## config.mk

```make
export PLATFORM = sky130hd
export DESIGN_NAME = dac_frame_serializer
export DESIGN_NICKNAME = d
export VERILOG_FILES = /design/src/rtl/dac_frame_serializer_pkg.sv /design/src/rtl/dac_frame_serializer_sclk.sv /design/src/rtl/dac_frame_serializer.sv
export SDC_FILE = /design/constraint.sdc
export NUM_CORES = 1
export LEC_CHECK = 0
export ABC_AREA = 0
export BUFFER_PORTS_ARGS = -buffer_cell sky130_fd_sc_hd__buf_2
export CAP_MARGIN = 20
export CORE_ASPECT_RATIO = 0.5
export CORE_MARGIN = 8
export CORE_UTILIZATION = 38
export DETAILED_ROUTE_END_ITERATION = 8
export PLACE_DENSITY = 0.55
export SLEW_MARGIN = 20
export SYNTH_ARGS = -nofsm -noshare
export SYNTH_HDL_FRONTEND = slang
export SYNTH_SLANG_ARGS = --single-unit
```

## constraint.sdc

```tcl
create_clock -name clock_In -period 1.9 [get_ports clock_In]
set_clock_uncertainty 0.15 [all_clocks]
set_input_delay 0.38 -clock clock_In [delete_from_list [all_inputs] [get_ports clock_In]]
set_output_delay 0.38 -clock clock_In [all_outputs]
set_load 0.005 [all_outputs]
```

## src/rtl/dac_frame_serializer_pkg.sv

```systemverilog
`default_nettype none
// +--------------------------------------------------------------------------+
// | Module   : dac_frame_serializer_pkg                                      |
// | Brief    : Shared ADC/DAC serial-link constants, FSM encoding and the    |
// |            16-bit DAC frame builder.                                     |
// | Revision : 1.0 - initial release                                         |
// +--------------------------------------------------------------------------+
package dac_frame_serializer_pkg;

   // Serial frame layout: 2 control bits, 2 power-down bits, 12-bit code
   localparam int         FRAME_LEN       = 16;
   localparam int         DAC_CODE_W      = 12;
   localparam logic [1:0] FRAME_CTRL_BITS = 2'b00;
   localparam logic [1:0] FRAME_PD_BITS   = 2'b00;

   // Legal ranges of the SCLK divider and the inter-frame Sync gap
   localparam int SCLK_DIV_MIN = 1;
   localparam int SCLK_DIV_MAX = 255;
   localparam int SYNC_GAP_MIN = 1;
   localparam int SYNC_GAP_MAX = 15;

   // Tick counter width covers SCLK_DIV_MAX
   localparam int TICK_CNT_W = 8;

   // Serializer FSM encoding
   localparam logic [1:0] ST_IDLE  = 2'd0;
   localparam logic [1:0] ST_LOAD  = 2'd1;
   localparam logic [1:0] ST_SHIFT = 2'd2;
   localparam logic [1:0] ST_GAP   = 2'd3;

   typedef logic [FRAME_LEN-1:0] dac_frame_t;

   // Assemble the on-wire frame from an offset-binary DAC code
   function automatic dac_frame_t build_dac_frame(input logic [DAC_CODE_W-1:0] code);
      return {FRAME_CTRL_BITS, FRAME_PD_BITS, code};
   endfunction

endpackage
`default_nettype wire

```

## src/rtl/dac_frame_serializer_sclk.sv

```systemverilog
`default_nettype none
// +--------------------------------------------------------------------------+
// | Module   : sclk_tick_gen                                                 |
// | Brief    : SCLK half-period tick counter with toggle flop. Counts        |
// |            0..DIV-1 while enabled; each wrap toggles sclk unless hold    |
// |            forces it high. restart re-arms to count 0 with sclk high.    |
// | Revision : 1.0 - initial release                                         |
// +--------------------------------------------------------------------------+
module sclk_tick_gen
   import dac_frame_serializer_pkg::*;
#(
   parameter int DIV = 2
)(
   input  logic clk,
   input  logic rst,
   input  logic en,
   input  logic restart,
   input  logic hold,
   output logic sclk,
   output logic wrap
);

   // Out-of-range dividers are pinned to the nearest legal value
   localparam int DIV_EFF = (DIV < SCLK_DIV_MIN) ? SCLK_DIV_MIN :
                            (DIV > SCLK_DIV_MAX) ? SCLK_DIV_MAX : DIV;
   localparam logic [TICK_CNT_W-1:0] CNT_LAST = TICK_CNT_W'(DIV_EFF - 1);

   logic [TICK_CNT_W-1:0] cnt;

   // wrap marks the last system clock of a half-period; sclk changes on the next edge
   assign wrap = en && !restart && (cnt == CNT_LAST);

   // Half-period counter and SCLK toggle flop
   always_ff @(posedge clk) begin
      if (rst || restart) begin
         cnt  <= '0;
         sclk <= 1'b1;
      end else if (en) begin
         if (cnt == CNT_LAST) begin
            cnt  <= '0;
            sclk <= hold ? 1'b1 : ~sclk;
         end else begin
            cnt <= cnt + 1'b1;
         end
      end
   end

endmodule
`default_nettype wire

```

## src/rtl/dac_frame_serializer.sv

```systemverilog
`default_nettype none
// +--------------------------------------------------------------------------+
// | Module   : dac_frame_serializer                                          |
// | Brief    : Converts signed samples to offset binary and shifts them out  |
// |            as 16-bit SPI-style frames (Sync low, MSB first, data stable  |
// |            across SCLK falling edges) with a one-entry pending buffer.   |
// | Revision : 1.0 - initial release                                         |
// +--------------------------------------------------------------------------+
module dac_frame_serializer
   import dac_frame_serializer_pkg::*;
#(
   parameter int N_DAC = 12,
   parameter int DIV   = 2,
   parameter int GAP   = 2
)(
   input  logic             clock_In,
   input  logic             Reset,
   input  logic             start,
   input  logic             sample_valid,
   input  logic [N_DAC-1:0] data_In,
   output logic             Sclk_DAC,
   output logic             Sync,
   output logic             Data_DAC,
   output logic             busy,
   output logic             frame_done,
   output logic             overrun
);

   localparam int GAP_EFF = (GAP < SYNC_GAP_MIN) ? SYNC_GAP_MIN :
                            (GAP > SYNC_GAP_MAX) ? SYNC_GAP_MAX : GAP;
   // The gap is measured in SCLK half-periods (two per full period)
   localparam logic [4:0] GAP_LAST = 5'(2 * GAP_EFF - 1);
   localparam logic [3:0] BIT_LAST = 4'(FRAME_LEN - 1);

   logic [1:0]            state;
   logic                  pending;
   logic [N_DAC-1:0]      pending_data;
   logic [N_DAC-1:0]      offset_code;
   logic [DAC_CODE_W-1:0] code;
   dac_frame_t            frame;
   dac_frame_t            shift_reg;
   logic [3:0]            bit_cnt;
   logic [4:0]            gap_cnt;
   logic                  tick_en;
   logic                  tick_restart;
   logic                  tick_hold;
   logic                  tick_wrap;
   logic                  sclk_int;
   logic                  sclk_rise_due;

   // Offset binary: flipping the sign bit maps -2^(N-1)..2^(N-1)-1 onto 0..2^N-1
   assign offset_code = {~pending_data[N_DAC-1], pending_data[N_DAC-2:0]};

   generate
      if (N_DAC < DAC_CODE_W) begin : g_code_pad
         assign code = {offset_code, {(DAC_CODE_W - N_DAC){1'b0}}};
      end else if (N_DAC == DAC_CODE_W) begin : g_code_exact
         assign code = offset_code;
      end else begin : g_code_trunc
         assign code = offset_code[N_DAC-1 -: DAC_CODE_W];
      end
   endgenerate

   assign frame = build_dac_frame(code);

   // The tick generator is re-armed in LOAD so every frame starts on a fresh half-period
   assign tick_en       = (state == ST_SHIFT) || (state == ST_GAP);
   assign tick_restart  = (state == ST_LOAD);
   assign tick_hold     = (state == ST_GAP);
   assign sclk_rise_due = tick_wrap && !sclk_int;

   sclk_tick_gen #(
      .DIV     (DIV)
   ) u_sclk_tick_gen (
      .clk     (clock_In),
      .rst     (Reset),
      .en      (tick_en),
      .restart (tick_restart),
      .hold    (tick_hold),
      .sclk    (sclk_int),
      .wrap    (tick_wrap)
   );

   assign Sclk_DAC = sclk_int;
   assign busy     = (state != ST_IDLE);
   // In LOAD the pending sample is being consumed, so a new strobe there loses nothing
   assign overrun  = !Reset && sample_valid && pending && (state != ST_LOAD);

   // One-entry pending slot: latest sample wins, LOAD empties it unless refilled that cycle
   always_ff @(posedge clock_In) begin
      if (Reset) begin
         pending      <= 1'b0;
         pending_data <= '0;
      end else if (sample_valid) begin
         pending      <= 1'b1;
         pending_data <= data_In;
      end else if (state == ST_LOAD) begin
         pending      <= 1'b0;
      end
   end

   // Frame sequencer: load, shift on SCLK rising transitions, then hold Sync high for the gap
   always_ff @(posedge clock_In) begin
      if (Reset) begin
         state      <= ST_IDLE;
         Sync       <= 1'b1;
         Data_DAC   <= 1'b0;
         frame_done <= 1'b0;
         shift_reg  <= '0;
         bit_cnt    <= '0;
         gap_cnt    <= '0;
      end else begin
         frame_done <= 1'b0;
         case (state)
            ST_IDLE: begin
               if (start && pending) begin
                  state <= ST_LOAD;
               end
            end
            ST_LOAD: begin
               // MSB goes out immediately so it is settled before the first falling edge
               Data_DAC  <= frame[FRAME_LEN-1];
               shift_reg <= {frame[FRAME_LEN-2:0], 1'b0};
               Sync      <= 1'b0;
               bit_cnt   <= '0;
               state     <= ST_SHIFT;
            end
            ST_SHIFT: begin
               if (sclk_rise_due) begin
                  if (bit_cnt == BIT_LAST) begin
                     // SCLK returns high after the last sampled bit: close the frame
                     Sync       <= 1'b1;
                     Data_DAC   <= 1'b0;
                     frame_done <= 1'b1;
                     gap_cnt    <= '0;
                     state      <= ST_GAP;
                  end else begin
                     Data_DAC  <= shift_reg[FRAME_LEN-1];
                     shift_reg <= {shift_reg[FRAME_LEN-2:0], 1'b0};
                     bit_cnt   <= bit_cnt + 1'b1;
                  end
               end
            end
            ST_GAP: begin
               if (tick_wrap) begin
                  if (gap_cnt == GAP_LAST) begin
                     gap_cnt <= '0;
                     state   <= (start && pending) ? ST_LOAD : ST_IDLE;
                  end else begin
                     gap_cnt <= gap_cnt + 1'b1;
                  end
               end
            end
            default: begin
               state <= ST_IDLE;
            end
         endcase
      end
   end

endmodule
`default_nettype wire

```

-- Yosys cells after proc, flatten, opt, wreduce, memory -nomap -nowiden
Index checks and enable logic that the tools add are counted.
- word-level logic and storage cells: 84
- bits in writable memories: 0
- input port bits: 16
- flip-flop bits (word level): 52
- memories kept: 0
- bits in latches: 0
- output and inout bits: 6
- memory bits (read-only): 0
- eq/ne operators: 13
- magnitude comparators: 0
- multiplexer cells: 29
- add/sub/neg operators: 3
- multipliers: 0
- bitwise operators: 4
- divide/modulo/power cells: 0
- shift-type cells: 0
- reduce and logical (&&, ||, !) cells: 24
- operator list (kind ; count):
    two-way mux 16 bit ; 2
    case mux 16 bit (2 select lines) ; 1
    two-way mux 5 bit ; 4
    two-way mux 2 bit ; 5
    != test 2 bit, second input constant ; 5
    case mux 5 bit (2 select lines) ; 1
    two-way mux 1 bit ; 9
    adder 8 x 1 -> 8 bit, second input constant ; 1
    == test 8 x 1 -> 1 bit, second input constant ; 1
    two-way mux 4 bit ; 2
    two-way mux 8 bit ; 1
    case mux 2 bit (4 select lines) ; 1
    case mux 4 bit (2 select lines) ; 1
    nonzero test 2 bit ; 4
    logical AND 1 bit ; 7
    AND reduction 3 bit ; 2
    adder 5 x 1 -> 5 bit, second input constant ; 1
    == test 5 x 2 -> 1 bit, second input constant ; 1
    AND reduction 5 bit ; 1
    adder 4 x 1 -> 4 bit, second input constant ; 1
    == test 2 bit, second input constant ; 2
    == test 4 bit, second input constant ; 1
    != test 2 x 1 -> 1 bit, second input constant ; 2
    inverter 1 bit ; 4
    8 further kinds ; 13

-- Logic depth before layout (Yosys ltp)
- depth after elaboration: 7
- mapped depth: 8
- gate-level depth less buffers: 7

-- Modules after synthesis
From an unflattened synthesis, not the netlist that was laid out.
- cells, all modules: 261
- area, all modules: 2379.8 µm²
- by module, submodules not included (module ; area each (µm²) ; instances ; cells each ; sequential area each (µm²)):
    dac_frame_serializer ; 1919.3 ; 1 ; 210 ; 840.8
    sclk_tick_gen ; 460.4 ; 1 ; 51 ; 180.2

-- Least setup slack after synthesis
OpenSTA, ideal clock, no wires.
- path kind: flip-flop to flip-flop
- from: register state[1]
- to: register gap_cnt[4]
- stages on the path, launching flop included: 8
- arrival: 1.827 ns
- path buffers: 0
- data required time: 1.680 ns
- slack: -0.148 ns
- setup time: 0.070 ns
- clock period less this slack: 2.048 ns
- cell sequence: dfxtp_1 > inv_1 > ha_1 > nor4_2 > nand2_2 > or2_1 > or4_1 > a21oi_1
- cells in the longest elaborated chain, start to end: 7
- elaborated cells on any way between the ends: 14
- classes of those cells: eq/ne (6); mux (1); reduce/logical (7)
- ends and longest elaborated chain (item ; line ; RTL):
    from (decl) ; dac_frame_serializer.sv:35 ; logic [1:0] state;
    from (signal assigned) ; dac_frame_serializer.sv:148 ; state <= (start && pending) ? ST_LOAD : ST_IDLE;
    == test 2 bit or == test 2 x 1 -> 1 bit (tied branches) ; dac_frame_serializer.sv:67, dac_frame_serializer.sv:114, dac_frame_serializer.sv:68 ;
    logical OR 1 bit or logical NOT 1 bit (tied branches) ; dac_frame_serializer.sv:67, dac_frame_serializer_sclk.sv:31 ;
    logical AND 1 bit (2 in series) ; dac_frame_serializer_sclk.sv:31 ; assign wrap = en && !restart && (cnt == CNT_LAST);
    logical AND 1 bit ; dac_frame_serializer.sv:70 ; assign sclk_rise_due = tick_wrap && !sclk_int;
    != test 2 bit (no source line) ; -- ;
    AND reduction 4 bit (no source line) ; -- ;
    to (signal assigned) ; dac_frame_serializer.sv:150 ; gap_cnt <= gap_cnt + 1'b1;
    to (decl) ; dac_frame_serializer.sv:43 ; logic [4:0] gap_cnt;
Several ways; a longest one is shown, not always the timed one.
A chain may end at the register's enable or synchronous reset.

-- Final worst setup path
- from: register u_sclk_tick_gen.cnt[1]
- to: register state[1]
- cells in the longest elaborated chain, start to end: 5
- elaborated cells on any way between the ends: 6
- classes of those cells: eq/ne (3); reduce/logical (3)
- ends and longest elaborated chain (item ; line ; RTL):
    from (decl) ; dac_frame_serializer_sclk.sv:28 ; logic [TICK_CNT_W-1:0] cnt;
    from (signal assigned) ; dac_frame_serializer_sclk.sv:43 ; cnt <= cnt + 1'b1;
    == test 8 x 1 -> 1 bit (*) ; dac_frame_serializer_sclk.sv:31 ;
    logical AND 1 bit (*) ; dac_frame_serializer_sclk.sv:31 ;
    logical AND 1 bit ; dac_frame_serializer.sv:70 ;
    != test 2 bit (no source line) ; -- ;
    AND reduction 5 bit (no source line) (*) ; -- ;
Mark *: on every way between the ends. The rest lies on a longest branch, timed or not.

==> results by stage <==
Power and ir drop:
- The worst-case vdd ir drop is 0.000592 V.
- Dividing total power by cell area gives a power density of 1150 nW/µm².
- The analysis attributes to cell leakage a power of 1.29 nW.
- Per report_power, the clock group accounts for 24.3% of the total.
- The internal portion of total power is 2.42 mW.
- Of the total power, the share spent switching nets is 34.0%.
- The net switching power is 1.25 mW.
- The sequential power share is 34.8%.
- The proportion of power drawn by combinational gates is 41.0%.

Drt:
- The remaining design rule violation count is 0.
- The uppermost layer routed is met4.
- The remaining number of nets flagged by the antenna check after routing is 0.
- The count of routing violations after the opening detailed-route iteration is 54.
- Summing over every cut layer, the via total after detailed routing is 2024.
- After detailed routing, the wire length on met1 is 2700 µm.
- The average vias per placed instance is 5.11.
- In the detailed route, the total length drawn on met3 is 120 µm.
- The average wire length per cell after detail routing is 13.8 µm.
- The routed design uses 2600 µm of met2 wire.
- The aggregate routed wire length is 5480 µm.
- The iteration count of the initial detailed-routing pass is 4.

Global routing:
- Entering global routing, the biggest net connects 37 pins.
- The initial antenna violation count is 0.
- The first global-routing pass estimated 9320 µm of wire.
- The combined global-route utilization of all metal layers is 12.3%.
- Summed over all layers, the global routing overflow is 0.
- The number of global-route vias before repair is 2007.

STA:
- Static timing analysis puts the maximum clock frequency at 505 MHz.
- Across all setup checks in the final design, the least slack found is -0.0789 ns.
- Measured against its own limit, the worst slew margin works out to 72.5%.
- On the final layout, the worst hold slack is 0.178 ns.
- Setup repair after global routing could not meet its margin everywhere.
- After layout, the minimum clock period comes to 1.98 ns.
- The number of endpoints failing setup at the final stage is 10.
- The final count of hold timing violations is 0.
- The number of max-slew violations in the final report was 0.
- The share of the clock period used by the worst path after layout is 104%.
- The measured slew at the worst slew-check pin is 0.410 ns.

Floorplan:
- For this configuration, the core starts out at a cell density of 38.6%.
- In this run the standard cell core region covers 5980 µm².
- In this run the count of I/O pins placed on the die edge is 22.
- The floorplan step set the die height to 71.1 µm.
- The die area is 8980 µm².
- The overall die width is 126 µm.
- The number of core rows is 20.

Outcome:
- The run finished, with violations left.
- The final reports fail on setup timing.

Finish:
- The register with the most flip-flops in the layout has 15 of them.
- The area of all sequential standard cells is 1030 µm².
- The final layout contains 342 nets.
- The area added between synthesis and finish is 38.2%.
- The final antenna diode count is 0.
- In the final layout, the share of cells above drive strength 1 is 37.3%.
- The fill cell total of the finished layout is 540.
- Summing all multi-input logic gate instances after layout gives 1390 µm².

Logic synthesis:
- The yosys synthesis warning count is 0.
- The synthesized netlist contains 44 unique library cells.
- After synthesis, the cell types taking the most area are sky130_fd_sc_hd__dfxtp_1, sky130_fd_sc_hd__mux2i_1, sky130_fd_sc_hd__nor2_1.
- The number of synthesized register bits is 51.
- Ranked by instance count, the synthesized netlist is headed by sky130_fd_sc_hd__dfxtp_1, sky130_fd_sc_hd__nor2_1, sky130_fd_sc_hd__mux2i_1, sky130_fd_sc_hd__a211oi_1, sky130_fd_sc_hd__nand2_1.
- The top cell type by area accounts for 44.2% of the synthesized area.
- Counting flops with a built-in enable in the synthesized netlist gives 0.
- The most used flip-flop cell after synthesis is sky130_fd_sc_hd__dfxtp_1.
- The top cell type by total area after synthesis is sky130_fd_sc_hd__dfxtp_1.
- The net count after synthesis is 278.
- The mean area per synthesized cell is 9.09 µm².
- The most common cell in the netlist is sky130_fd_sc_hd__dfxtp_1.
- The fraction of the yosys area taken by sequential cells is 44.2%.
- Synthesis produced 254 cells.
- The netlist area before placement is 2310 µm².
- For this run, asynchronously set or reset flops after synthesis account for 0%.

Worst setup path:
- In this run the worst setup path begins at u_sclk_tick_gen.cnt[1].
- The worst setup path is of the reg -> reg kind.
- The worst path required time is 1.91 ns.
- In this run the worst path has a maximum fanout of 4.
- The worst register-to-register path has a setup slack of -0.08 ns.
- Walking the worst path, the cells encountered are inv_2 -> ha_4 -> nor4b_4 -> nand2_2 -> a2111o_1 -> buf_6 -> mux2i_1 -> nor2_1.
- The worst setup path is captured at a flip-flop.
- The critical path ends at state[1].
- The startpoint identified for the worst register-to-register timing path is u_sclk_tick_gen.cnt[1].
- The largest single stage delay on the critical path is 0.46 ns.
- The destination of the worst register-to-register timing path is state[1].
- Data on the critical path arrives at its endpoint at 1.99 ns.
- The kind of launch point of the worst setup path is a flip-flop.
- The slowest stage of the critical path is the sky130_fd_sc_hd__a2111o_1 cell.
- The length in cells of the worst reg-to-reg path is 8.

Clocking:
- The count of H-tree levels built during CTS is 2.
- After clock tree synthesis, the clock-pin slew on the worst setup and hold paths is 0.07 ns.
- The number of hold buffers added after CTS was 0.
- TritonCTS created 5 clock buffers.
- The latest clock arrival within the worst-skew pair is 0.29 ns.
- CTS saw 51 sinks.
- The longest clock path from root to sink contains 2 buffers.
- CTS placed an instance of sky130_fd_sc_hd__clkbuf_16 at the clock tree root.
- The TritonCTS clock tree is done.

Placement:
- The pre-CTS setup slack is -0.111 ns.
- During placement, the flow inserted port buffers numbering 21.
- The wire-length estimate of the detail-placed layout is 3660 µm.
- At the end of routability-driven placement, the weighted congestion stood at 0.800.

Hold path:
- The class of the tightest hold or removal check is in -> reg.

Job:
- The total of max-cap violations is 0.
-- logic make-up (layout without fill, tap and decap cells) --
logic type               after synthesis  count (layout)  share of synthesized area (%)
XOR/XNOR                               7               7                           2.65
adder cells (fa/ha/maj)                8               8                           4.33
AO/OA/AOI/OAI                         49              49                           14.7
buffers and inverters                 23              88                           3.79
AND/OR/NAND/NOR                       91              91                           19.4
flip-flops                            51              51                           44.2
multiplexers                          25              25                           10.8
-- worst max-delay path: cells and delay by family, from the launching register on --
family                   cells  cell delay [ns]
buffers and inverters        2             0.21
AO/OA/AOI/OAI                1             0.46
AND/OR/NAND/NOR              3             0.47
flip-flops                   1             0.32
adder cells (fa/ha/maj)      1             0.11
multiplexers                 1             0.14
-- worst min-delay path by stage --
| stage | startpoint | to | slack (ns) | cells after the start |
|---|---|---|---|---|
| 4_1_cts | data_In[8] | pending_data[8] | 0.18 | 3 |
| 3_5_place_dp | shift_reg[12] | shift_reg[12] | 0.30 | 2 |
| 6_report | data_In[0] | pending_data[0] | 0.18 | 3 |
| 2_1_floorplan | shift_reg[12] | shift_reg[12] | 0.28 | 2 |
| 3_3_place_gp | shift_reg[12] | shift_reg[12] | 0.30 | 2 |
| 5_1_grt | data_In[9] | pending_data[9] | 0.19 | 3 |
-- area by class of cell --
cell class,count,area share [%]
multi-input cells,180,43.6
flip-flops and latches,51,32.2
repair buffers,70,15.4
clock buffers,6,4.04
well taps,77,3.02
inverters,10,1.18
clock inverters,2,0.510
-- per-stage QoR --
stage	TNS (ns)	utilization, %	std cells	cell area [µm²]	total power, mW
2_1_floorplan	-0.107	-	254	2320	1.98
3_3_place_gp	-0.139	46.4	379	2770	2.38
3_5_place_dp	-0.325	46.4	379	2770	2.40
4_1_cts	-1.57	50.4	391	3010	3.49
5_1_grt	-2.52	53.4	396	3190	3.90
6_report	-0.262	53.4	396	3190	3.66
-- power groups by stage --
stage                     sequential (mW)  clock (mW)  combinational, mW
after global routing                 1.29       0.951               1.66
after CTS                            1.26       0.923               1.30
after detailed placement             1.27           0               1.13
after global placement               1.27           0               1.11
after floorplan                      1.27           0              0.703
final                                1.27       0.889               1.50
-- cell usage in the layout, fill, tap and decap left out, types with 3 or more instances in the layout --
| cell type | instances |
|---|---|
| sky130_fd_sc_hd__nand2_1 | 9 |
| sky130_fd_sc_hd__xor2_1 | 5 |
| sky130_fd_sc_hd__ha_4 | 4 |
| sky130_fd_sc_hd__mux2i_1 | 25 |
| sky130_fd_sc_hd__buf_6 | 6 |
| sky130_fd_sc_hd__nor3_1 | 4 |
| sky130_fd_sc_hd__inv_2 | 3 |
| sky130_fd_sc_hd__nand3_1 | 4 |
| sky130_fd_sc_hd__a211oi_2 | 4 |
| sky130_fd_sc_hd__a21oi_1 | 8 |
| sky130_fd_sc_hd__o21ai_0 | 3 |
| sky130_fd_sc_hd__buf_4 | 42 |
| sky130_fd_sc_hd__a211oi_1 | 10 |
| sky130_fd_sc_hd__nor2_1 | 40 |
| sky130_fd_sc_hd__inv_1 | 7 |
| sky130_fd_sc_hd__a31oi_1 | 3 |
| sky130_fd_sc_hd__buf_2 | 22 |
| sky130_fd_sc_hd__nand4_1 | 3 |
| sky130_fd_sc_hd__dfxtp_2 | 5 |
| sky130_fd_sc_hd__dfxtp_1 | 46 |
| sky130_fd_sc_hd__nor2_2 | 7 |
| sky130_fd_sc_hd__clkbuf_16 | 5 |
| sky130_fd_sc_hd__a22oi_1 | 5 |
-- layer usage --
layer / GRT usage [%] / up-vias
met5: 0 / -
met2: 20.8 / 21
li1: - / 1029
met1: 15.5 / 970
met3: 2.70 / 4
met4: 3.17 / 0
-- repair_timing --
action / in CTS / in global routing
endpoints found under the setup margin: 13 / 37
gates resized for setup: 16 / 36
setup buffers: 4 / 4
cloned: 0 / 1
pin swaps: 18 / 16
Note: power is estimated with default switching activity, not from simulation.
